File: config.mk
export PLATFORM = sky130hd
export DESIGN_NAME = digit_edit_ctrl
export DESIGN_NICKNAME = d
export VERILOG_FILES = /design/src/rtl/digit_edit_ctrl.sv
export SDC_FILE = /design/constraint.sdc
export NUM_CORES = 1
export LEC_CHECK = 0
export ABC_CLOCK_PERIOD_IN_PS = 2450
export BUFFER_PORTS_ARGS = -buffer_cell sky130_fd_sc_hd__buf_2
export CORE_ASPECT_RATIO = 1.1
export CORE_MARGIN = 4
export CORE_UTILIZATION = 59
export DETAILED_ROUTE_END_ITERATION = 12
export GPL_TIMING_DRIVEN = 0
export PLACE_DENSITY = 0.81
export REMOVE_ABC_BUFFERS = 1
export SKIP_LAST_GASP = 1
export SLEW_MARGIN = 20
export SYNTH_ARGS = -nofsm -noshare
export SYNTH_HDL_FRONTEND = slang
export SYNTH_SLANG_ARGS = --single-unit
export TNS_END_PERCENT = 5
File: constraint.sdc
create_clock -name clk -period 2.45 [get_ports clk]
set_input_delay 0 -clock clk [delete_from_list [all_inputs] [get_ports clk]]
set_output_delay 0 -clock clk [all_outputs]
set_load 0.03 [all_outputs]
File: src/rtl/digit_edit_ctrl.sv
// Edit controller for a 4-digit decimal value: view/edit sequencing, commit on
// completion, abort on idle timeout, and a blink mask for the digit being edited.
module digit_edit_ctrl #(
   parameter int unsigned MAX_DIGIT   = 9,
   parameter int unsigned TIMEOUT_CYC = 250000000,
   parameter int unsigned BLINK_HALF  = 12500000,
   parameter int unsigned CNT_W       = 28
) (
   input  logic        clk,
   input  logic        nRst,
   input  logic        inc_pulse,
   input  logic        nxt_pulse,
   output logic [15:0] val,
   output logic [15:0] disp,
   output logic [3:0]  blank_mask,
   output logic        edit_active,
   output logic [1:0]  edit_sel,
   output logic        commit,
   output logic        abort
);

   typedef enum logic {VIEW, EDIT} state_t;

   state_t             state, state_n;
   logic [1:0]         sel, sel_n;
   logic [15:0]        working, working_n;
   logic [15:0]        val_q, val_n;
   logic [CNT_W-1:0]   tcnt, tcnt_n;
   logic [CNT_W-1:0]   bcnt, bcnt_n;
   logic               phase, phase_n;
   logic               commit_q, commit_n;
   logic               abort_q, abort_n;
   logic [3:0]         digit;

   always_ff @(posedge clk) begin
      if (!nRst) begin
         state    <= VIEW;
         sel      <= '0;
         working  <= '0;
         val_q    <= '0;
         tcnt     <= '0;
         bcnt     <= '0;
         phase    <= 1'b0;
         commit_q <= 1'b0;
         abort_q  <= 1'b0;
      end else begin
         state    <= state_n;
         sel      <= sel_n;
         working  <= working_n;
         val_q    <= val_n;
         tcnt     <= tcnt_n;
         bcnt     <= bcnt_n;
         phase    <= phase_n;
         commit_q <= commit_n;
         abort_q  <= abort_n;
      end
   end

   // Priority in EDIT: nxt over inc over timeout; any pulse restarts both counters.
   always_comb begin
      state_n   = state;
      sel_n     = sel;
      working_n = working;
      val_n     = val_q;
      tcnt_n    = '0;
      bcnt_n    = '0;
      phase_n   = 1'b0;
      commit_n  = 1'b0;
      abort_n   = 1'b0;
      digit     = working[{sel, 2'b00} +: 4];
      case (state)
         VIEW: begin
            sel_n = '0;
            if (nxt_pulse) begin
               state_n   = EDIT;
               working_n = val_q;
            end
         end
         EDIT: begin
            if (nxt_pulse) begin
               if (sel == 2'd3) begin
                  val_n    = working;
                  commit_n = 1'b1;
                  state_n  = VIEW;
                  sel_n    = '0;
               end else begin
                  sel_n = sel + 2'd1;
               end
            end else if (inc_pulse) begin
               working_n[{sel, 2'b00} +: 4] = (digit >= 4'(MAX_DIGIT)) ? 4'd0 : digit + 4'd1;
            end else if (tcnt == CNT_W'(TIMEOUT_CYC - 1)) begin
               state_n = VIEW;
               abort_n = 1'b1;
               sel_n   = '0;
            end else begin
               tcnt_n = tcnt + CNT_W'(1);
               if (bcnt == CNT_W'(BLINK_HALF - 1)) begin
                  phase_n = ~phase;
               end else begin
                  bcnt_n  = bcnt + CNT_W'(1);
                  phase_n = phase;
               end
            end
         end
         default: state_n = VIEW;
      endcase
   end

   always_comb begin
      edit_active = (state == EDIT);
      val         = val_q;
      commit      = commit_q;
      abort       = abort_q;
      disp        = edit_active ? working : val_q;
      edit_sel    = edit_active ? sel : 2'd0;
      blank_mask  = (edit_active && phase) ? (4'b0001 << sel) : 4'b0000;
   end

endmodule

### Yosys cells after proc, flatten, opt, wreduce, memory -nomap -nowiden

Index checks and enable logic that the tools add are counted.

* logic and storage cells: 60
* bits in registers: 94
* bits of input ports: 4
* output and inout port bits: 41
* memories kept: 0
* bits in latches: 0
* ROM bits: 0
* memory bits (writable): 0

* multipliers: 0
* $add $sub $neg: 5
* equal/unequal tests: 8
* multiplexer cells: 22
* order comparisons: 1
* reductions and logical operators: 8
* shifts and indexed selects: 4
* bitwise logic cells: 3
* div/mod/pow operators: 0

Operators by type and width (number)
* two-way mux 16 bit: 4
* adder 28 x 1 -> 28 bit (second input constant): 2
* case mux 16 bit (2 select lines): 1
* equality test 28 x 24 -> 1 bit (second input constant): 1
* equality test 28 bit (second input constant): 1
* bitwise mux 16 bit: 1
* variable shift 4 x 6 -> 16 bit (first input constant): 1
* variable part select 16 x 5 -> 4 bit: 1
* variable part select 4 x 6 -> 16 bit: 1
* two-way mux 2 bit: 5
* AND reduction 3 bit: 3
* two-way mux 4 bit: 2
* two-way mux 1 bit: 7
* inequality test 2 bit (second input constant): 3
* negator 4 -> 6 bit: 1
* OR reduction 6 bit: 1
* OR reduction 5 bit: 1
* adder 4 x 1 -> 4 bit (second input constant): 1
* greater-or-equal comparator 4 bit (second input constant): 1
* case mux 2 bit (2 select lines): 1
* OR reduction 4 bit: 1
* left shift 1 x 2 -> 4 bit (first input constant): 1
* inequality test 3 x 2 -> 1 bit (second input constant): 1
* inequality test 3 bit (second input constant): 1
* other kinds (6): 8

### Depth between registers and ports, before layout

Gate-level depths: netlist of the first run.

* depth after elaboration: 8
* mapped depth: 9

### Worst setup path before layout of the first run

OpenSTA, ideal clock, no wires.

* path type: register to register
* start point: register sel[0]
* end point: register working[12]
* cell stages (with the launch flop): 9
* setup slack: 0.235 ns
* arrival time: 2.145 ns
* period minus slack after synthesis: 2.215 ns
* cells stage by stage: dfxtp_1 buf_2 mux4_2 ha_1 nand2b_1 o21ai_0 nand2_1 o21a_1 a21oi_1

* word-level cells in the longest chain between the ends: 8

Ends and longest elaborated chain
* start, declared: RTL line 25 `logic [1:0] sel, sel_n;`
* start signal, assigned: RTL line 48 `sel <= sel_n;`
* variable part select 16 x 5 -> 4 bit: RTL line 70 `digit = working[{sel, 2'b00} +: 4];`
* adder 4 x 1 -> 4 bit or greater-or-equal comparator 4 bit (tied branches): RTL line 90 `working_n[{sel, 2'b00} +: 4] = (digit >= 4'(MAX_DIGIT)) ? 4'd0 : digit + 4'd1;`
* two-way mux 4 bit: RTL line 90
* variable part select 4 x 6 -> 16 bit: RTL line 90
* bitwise mux 16 bit (*): RTL line 90
* two-way mux 16 bit (*): RTL line 89 `end else if (inc_pulse) begin`
* two-way mux 16 bit (*): RTL line 80 `if (nxt_pulse) begin`
* case mux 16 bit (2 select lines) (*): RTL line 71 `case (state)`
* end signal, assigned: RTL line 49 `working <= working_n;`
* end, declared: RTL line 26 `logic [15:0] working, working_n;`

Mark *: on every way between the ends. The rest lies on a longest branch, timed or not. The select of a mux whose other input is x is not followed.
A chain may end at the register's enable or synchronous reset.

### Final worst setup path of the first run

* start point: register tcnt[24]
* end point: register bcnt[21]

* word-level cells in the longest chain between the ends: 2

Ends and longest elaborated chain
* start, declared: RTL line 28 `logic [CNT_W-1:0] tcnt, tcnt_n;`
* start signal, assigned: RTL line 51 `tcnt <= tcnt_n;`
* equality test 28 bit: RTL line 91 `end else if (tcnt == CNT_W'(TIMEOUT_CYC - 1)) begin`
* OR reduction 6 bit (no source line)
* end signal, assigned: RTL line 52 `bcnt <= bcnt_n;`
* end, declared: RTL line 29 `logic [CNT_W-1:0] bcnt, bcnt_n;`

No other way between the ends.

==> results by group, run 1 <==
Worst setup path
  – R2R cell count: 5
  – Worst Setup SP: tcnt[24]$_SDFF_PP0_
  – CP endpoint kind: flip-flop
  – Worst Path Max Fanout: 30
  – Crit path DAT: about 2600 ps
  – CP required: about 2700 ps
  – RR Endpoint: bcnt[21]$_SDFF_PP0_
  – Worst reg2reg startpoint: tcnt[24]$_SDFF_PP0_
  – Element type at the critical path start: flip-flop
  – FF-to-FF setup slack: 90 ps
  – WS Path Type: reg2reg
  – Crit path capture: bcnt[21]$_SDFF_PP0_

Routing
  – Via count: roughly 3.8k
  – DRT iter0 DRCs: 164
  – Initial DRT Pass Iterations: 4
  – Final ANT Viol Nets: 0
  – Via-per-instance ratio: between 5 and 6
  – Wire per inst: 14.12 µm
  – Number of remaining DRC errors: 0
  – Total Wirelength: a little under 10000 µm

Placement
  – Gpl congestion: around 0.93
  – IO buf count: 44
  – Detailed Place HPWL: roughly 6600 µm
  – Placed insts: 668

STA
  – Worst slew margin: 0.4135
  – Final setup fails: 0
  – Worst-Margin Slew: ~870 ps
  – Final hold vios: 0
  – Crit share post-route: 0.9628
  – RSZ-0062 raised after global routing: true
  – Hold_ws: between 60 and 70 ps
  – Min Clock Period, post-route: between 2000 and 2500 ps
  – Final Max Tran Viols: 0
  – Fmax: approximately 420 MHz
  – Clk_skew: around 18 ps

Synthesis
  – Synth Register Bits: 94
  – Fraction of registers with async set/reset: 0
  – Post-synth top area share: 0.4147
  – Largest cells by area after synthesis: dfxtp_1, nand2_1, xor2_1
  – Post-synth EDFFs: 0
  – Post-synthesis sequential area ratio: 0.4147
  – Main flop type after synthesis: dfxtp_1
  – Post-Syn Instances: ~540
  – Area leader, netlist: dfxtp_1
  – Netlist Area Pre-Place: approximately 0.0045 mm²
  – Avg Inst Size Synth: approximately 8.4 µm²
  – Warnings from Yosys: 0
  – Netlist cell types: 49

Layout
  – Layout cell share with drive strength beyond 1: 0.1448
  – Layout fillers: roughly 600
  – Area of the multi-input gates: 0.002535 mm²
  – Area growth from synthesis to layout: 10.09%
  – Register area: 0.001884 mm²
  – Finished Layout Cells: roughly 690
  – Antenna Cells: 0
  – Layout Nets: 591

Floorplanning
  – Effective utilization at floorplan: 0.6072
  – Die Ht: around 100 µm
  – Core area: ~0.0075 mm²
  – Ports: 45
  – Die Width: approximately 90 µm
  – Die Area: just over 0.009 mm²
  – Site Rows: 33

Global routing
  – GRT overflow: 0
  – Largest net degree at the start of global routing: 45
  – Tot GR Track Use: 0.2160
  – First-pass GRT wire length: between 15000 and 20000 µm
  – Vias in the first global route: ~3.6k
  – Initial antenna violation count: 0

Power
  – Switching power: a little under 700 µW
  – Clk pwr share: 0.337
  – Peak VDD IR: roughly 270 µV
  – Share of power burned in registers: 0.596
  – Logic gate share of total power: 0.067
  – Switching part of the total: 0.2564
  – PD cells: ~530 mW/mm²
  – Pint: between 1.5 and 2 mW
  – Leak Pwr: 1.876 nW

CTS
  – Clk buf depth: 2
  – H-Tree Depth: 3
  – Root Buffer: clkbuf_8
  – Clock-pin slew on the worst setup and hold paths: roughly 100 ps
  – Post-CTS setup buffers: 0
  – Clk Latency, worst-skew pair: 360 ps
  – Clk sinks: 94
  – CTS tree: built
  – TritonCTS Buffers: 9

Run
  – Max Cap Violations: 0

Worst hold path
  – Min-Delay Startpoint: inc_pulse
  – Hold Crit Class: in2reg

Status
  – Outcome: completed
[registers in the layout, indices dropped and copies added (netlist names)]
register,flops
abort,1
bcnt,28
commit,1
edit_active,1
phase,1
sel,2
tcnt,28
val,16
working,16
[worst min-delay path by stage]
stage                                   to  slack [ps]  cells past startpoint
finish              edit_active$_SDFF_PN0_          70                      3
global route            tcnt[6]$_SDFF_PP0_          90                      3
CTS                 edit_active$_SDFF_PN0_          60                      3
detailed placement       commit$_SDFF_PN0_         300                      3
global placement         commit$_SDFF_PN0_         290                      3
floorplan                commit$_SDFF_PN0_         110                      2
[metal layers]
metal  vias up  track usage  wire [µm]
li1       1916            -          -
met1      1783       0.2592       4147
met2        98       0.3834       4846
met3        17      0.03973        489
met4         0      0.08237        187
met5         -            0          0
[power by group through the flow]
stage          sequential [mW]  clock [mW]  combinational (mW)
2_1_floorplan             1.61           0               0.122
3_3_place_gp              1.61           0               0.168
3_5_place_dp              1.62           0               0.173
4_1_cts                   1.58       0.910               0.176
5_1_grt                   1.59       0.982               0.197
6_report                  1.58       0.895               0.179
[synthesized netlist by cell type, drive strengths merged, types with 2 or more instances]
| cell type | count |
|---|---|
| nand3 | 26 |
| o21ai | 14 |
| or2 | 2 |
| a31oi | 2 |
| xnor2 | 13 |
| and3 | 7 |
| o211ai | 3 |
| mux2i | 5 |
| or4b | 2 |
| and2 | 3 |
| inv | 14 |
| buf | 8 |
| nor2 | 68 |
| clkbuf | 12 |
| nor4 | 6 |
| or3 | 3 |
| o211a | 3 |
| mux4 | 4 |
| a32oi | 5 |
| a21boi | 17 |
| a21oi | 14 |
| nor3 | 5 |
| mux2 | 5 |
| nor2b | 5 |
| or4 | 4 |
| and4 | 3 |
| ha | 11 |
| nand2 | 104 |
| xor2 | 37 |
| nand2b | 4 |
| o21a | 6 |
| nand4 | 20 |
| dfxtp | 94 |
[worst max-delay path, stage by stage, from the launching register on]
cell	delay (ps)
dfxtp_1	340
or4b_2	690
nor4_2	400
a21o_4	370
or2_2	350
nor2_1	80
[repair_timing]
action / CTS / global route
pin swaps: 0 / 1
hold buffers: 1 / 0
endpoints found under the hold margin: 3 / 0
endpoints found under the setup margin: 74 / 38
gates cloned: 0 / 1
resized for setup: 7 / 3
[placed cells by master, fill, tap and decap left out, types with 5 or more instances in the layout]
cell type,synthesis,final
a21oi_1,14,14
o21a_1,6,6
ha_1,11,11
clkbuf_8,0,9
nor2_1,68,68
nor2b_1,5,5
o21ai_0,14,13
dfxtp_1,94,92
xnor2_1,13,13
mux2i_1,5,5
a21boi_0,17,17
xor2_1,37,37
inv_1,14,14
mux2_2,5,5
nand4_1,20,20
a32oi_1,5,5
buf_2,4,44
nand2_1,104,104
and3_1,7,7
nand3_1,26,26
[final cells by class]
class / instances / area share
multi-input cells: 412 / 0.5074
flip-flops and latches: 94 / 0.3772
repair buffers: 45 / 0.04608
well taps: 105 / 0.02630
clock buffers: 9 / 0.02479
inverters: 14 / 0.01052
clock inverters: 6 / 0.007764
[cell families (layout without fill, tap and decap cells)]
family                     Yosys count  after routing  synth area share
AOI/OAI and AO/OA                   70             70            0.1039
xor gates and xnor gates            50             50           0.09650
adders and majority gates           11             11           0.03033
muxes                               14             14           0.04329
buffers and inverters               34             74           0.03419
DFF                                 94             94            0.4147
and+or+nand+nor                    266            267            0.2771
[through the flow]
stage / instance area [µm²] / TNS (ps) / power (mW) / setup slack [ps] / utilization
after floorplan: 4436 / -5888 / 1.730 / -212.4 / -
after global placement: 4787 / -21100 / 1.783 / -755.5 / 0.6405
after detailed placement: 4787 / -22100 / 1.789 / -791.4 / 0.6405
after CTS: 4979 / 0 / 2.667 / 35.10 / 0.6662
after global routing: 4996 / -517.7 / 2.765 / -55.52 / 0.6685
final: 4996 / 0 / 2.656 / 91.03 / 0.6685
No activity file was read; power rests on OpenSTA's default activity.
==> inputs of run 2 (changes only) <==
Settings changed: PLACE_DENSITY 0.81 to 0.8.
==> results by group, run 2 (synthesis results as in run 1) <==
Worst hold path
  – Hold Path Cell Cnt: 3 (unchanged)
  – Hold Crit Class: in2reg (unchanged)
  – Min-Delay Startpoint: inc_pulse (unchanged)

Power
  – Tot Pwr: 2.914 mW (was 2.656 mW)
  – Peak VDD IR: 337.5 µV (was 268.2 µV)
  – Leak Pwr: 1.918 nW (was 1.876 nW)
  – PD cells: 575.7 mW/mm² (was 531.6 mW/mm²)

STA
  – RSZ-0062 raised after global routing: true (unchanged)
  – Hold_ws: 67.98 ps (was 67.41 ps)
  – Min Clock Period, post-route: 2461 ps (was 2359 ps)
  – Final hold vios: 0 (unchanged)
  – Final setup fails: 1 (was 0)
  – Crit share post-route: 1.005 (was 0.9628)
  – Worst-Margin Slew: 1050 ps (was 873.0 ps)
  – Setup TNS: -11.27 ps (was 0 ps)
  – Fmax: 406.3 MHz (was 423.9 MHz)
  – Worst Setup Slack, final: -11.27 ps (was 91.03 ps)
  – Worst slew margin: 0.2946 (was 0.4135)
  – Final Max Tran Viols: 0 (unchanged)
  – Clk_skew: 18.20 ps (was 18.07 ps)

Layout
  – Largest regs: bcnt x28, tcnt x28 (unchanged)
  – Antenna Cells: 0 (unchanged)
  – Layout Nets: 590 (was 591)
  – Layout cell share with drive strength beyond 1: 0.1431 (was 0.1448)
  – Commonest non-fill, non-tap cells in the layout: nand2_1, dfxtp_1, nor2_1 (unchanged)
  – Most common cell after layout, fill and taps aside: nand2_1 (unchanged)
  – Area growth from synthesis to layout: 11.52% (was 10.09%)
  – Fin area: 0.005061 mm² (was 0.004996 mm²)
  – Util after Layout: 0.6772 (was 0.6685)
  – Finished Layout Cells: 685 (unchanged)

Routing
  – DRT iter0 DRCs: 118 (was 164)
  – Wire per inst: 14.30 µm (was 14.12 µm)
  – Via count: 3828 (was 3814)
  – Number of remaining DRC errors: 0 (unchanged)
  – Via-per-instance ratio: 5.588 (was 5.568)
  – Final ANT Viol Nets: 0 (unchanged)
  – Total Wirelength: 9797 µm (was 9669 µm)
  – Initial DRT Pass Iterations: 4 (unchanged)

Global routing
  – Tot GR Track Use: 0.2177 (was 0.2160)
  – Largest net degree at the start of global routing: 45 (unchanged)
  – First-pass GRT wire length: 16340 µm (was 16390 µm)
  – GRT overflow: 0 (unchanged)
  – Vias in the first global route: 3644 (was 3613)
  – Initial antenna violation count: 0 (unchanged)

Floorplanning
  – Site Rows: 33 (unchanged)
  – Core area: 0.007473 mm² (unchanged)
  – Effective utilization at floorplan: 0.6072 (unchanged)
  – Die Area: 0.009160 mm² (unchanged)
  – Die Ht: 99.98 µm (unchanged)
  – Die Width: 91.62 µm (unchanged)
  – Ports: 45 (unchanged)

Worst setup path
  – CP required: 2730 ps (was 2690 ps)
  – Element type at the critical path start: flip-flop (unchanged)
  – Crit path DAT: 2740 ps (was 2590 ps)
  – Worst Path Max Fanout: 10 (was 30)
  – CP endpoint kind: flip-flop (unchanged)
  – R2R cell count: 8 (was 5)
  – WS Path Type: reg2reg (unchanged)
  – Worst reg2reg startpoint: sel[0]$_SDFFE_PN0P_ (was tcnt[24]$_SDFF_PP0_)
  – Worst Setup SP: sel[0]$_SDFFE_PN0P_ (was tcnt[24]$_SDFF_PP0_)

CTS
  – H-Tree Depth: 3 (unchanged)
  – Clk Latency, worst-skew pair: 360 ps (about the same)
  – Clk sinks: 94 (unchanged)
  – Root Buffer: clkbuf_8 (unchanged)
  – CTS tree: built (unchanged)
  – Clk buf depth: 2 (unchanged)
  – Clock-pin slew on the worst setup and hold paths: 90 ps (was 100 ps)
  – TritonCTS Buffers: 9 (unchanged)

Placement
  – Pre-CTS setup slack: -821.3 ps (was -791.4 ps)
  – IO buf count: 44 (unchanged)
  – Placed insts: 668 (unchanged)
  – Detailed Place HPWL: 6746 µm (was 6612 µm)
  – Placement Cell Area: 0.004787 mm² (unchanged)
  – Gpl congestion: 0.9242 (was 0.9272)

Status
  – Outcome: complete, but fails checks (was completed)
  – Failing checks: negative setup slack

Run
  – Max Cap Violations: 0 (unchanged)
[run 2: critical path, cell delays in order, from the launching register on]
cell and delay, ps:
dfxtp_2 520, mux4_2 590, inv_1 150, ha_1 170, nand2b_1 100, o21ai_1 280
nand2_1 180, o21a_1 220, a21oi_1 170
[run 2: area by class of cell]
cell class,instances,area (µm²)
flip-flops and latches,94,1884
inverters,14,52.55
well taps,105,131.4
fillers,616,2412
clock inverters,6,92.59
repair buffers,45,230.2
multi-input cells,411,2532
clock buffers,10,137.6
[run 2: timing repair]
action                                 CTS  global route
setup endpoints to repair               78            38
endpoints found under the hold margin    3             0
pin swaps                                0             0
resized for setup                        8             2
hold buffers                             1             0
buffers inserted                         0             0
[run 2: path summary, 6_finish.rpt]
kind	to	slack (ps)
min reg2reg	tcnt[0]$_SDFF_PP0_	460
max reg2reg	working[13]$_SDFFE_PN0P_	-10
min	edit_active$_SDFF_PN0_	70
max	working[13]$_SDFFE_PN0P_	-10
[run 2: metal layers]
| metal | vias to the layer above | track usage | part of all wire |
|---|---|---|---|
| li1 | 1917 | - | - |
| met3 | 24 | 0.04573 | 0.046 |
| met2 | 94 | 0.3749 | 0.50 |
| met4 | 0 | 0.1056 | 0.026 |
| met5 | - | 0 | 0 |
| met1 | 1793 | 0.2582 | 0.43 |
[run 2: power by group]
part	internal, mW	leakage (nW)	total (mW)	switching (mW)
logic	0.0650	1.05	0.181	0.116
registers	1.55	0.760	1.58	0.0344
clock network	0.608	0.109	1.15	0.542
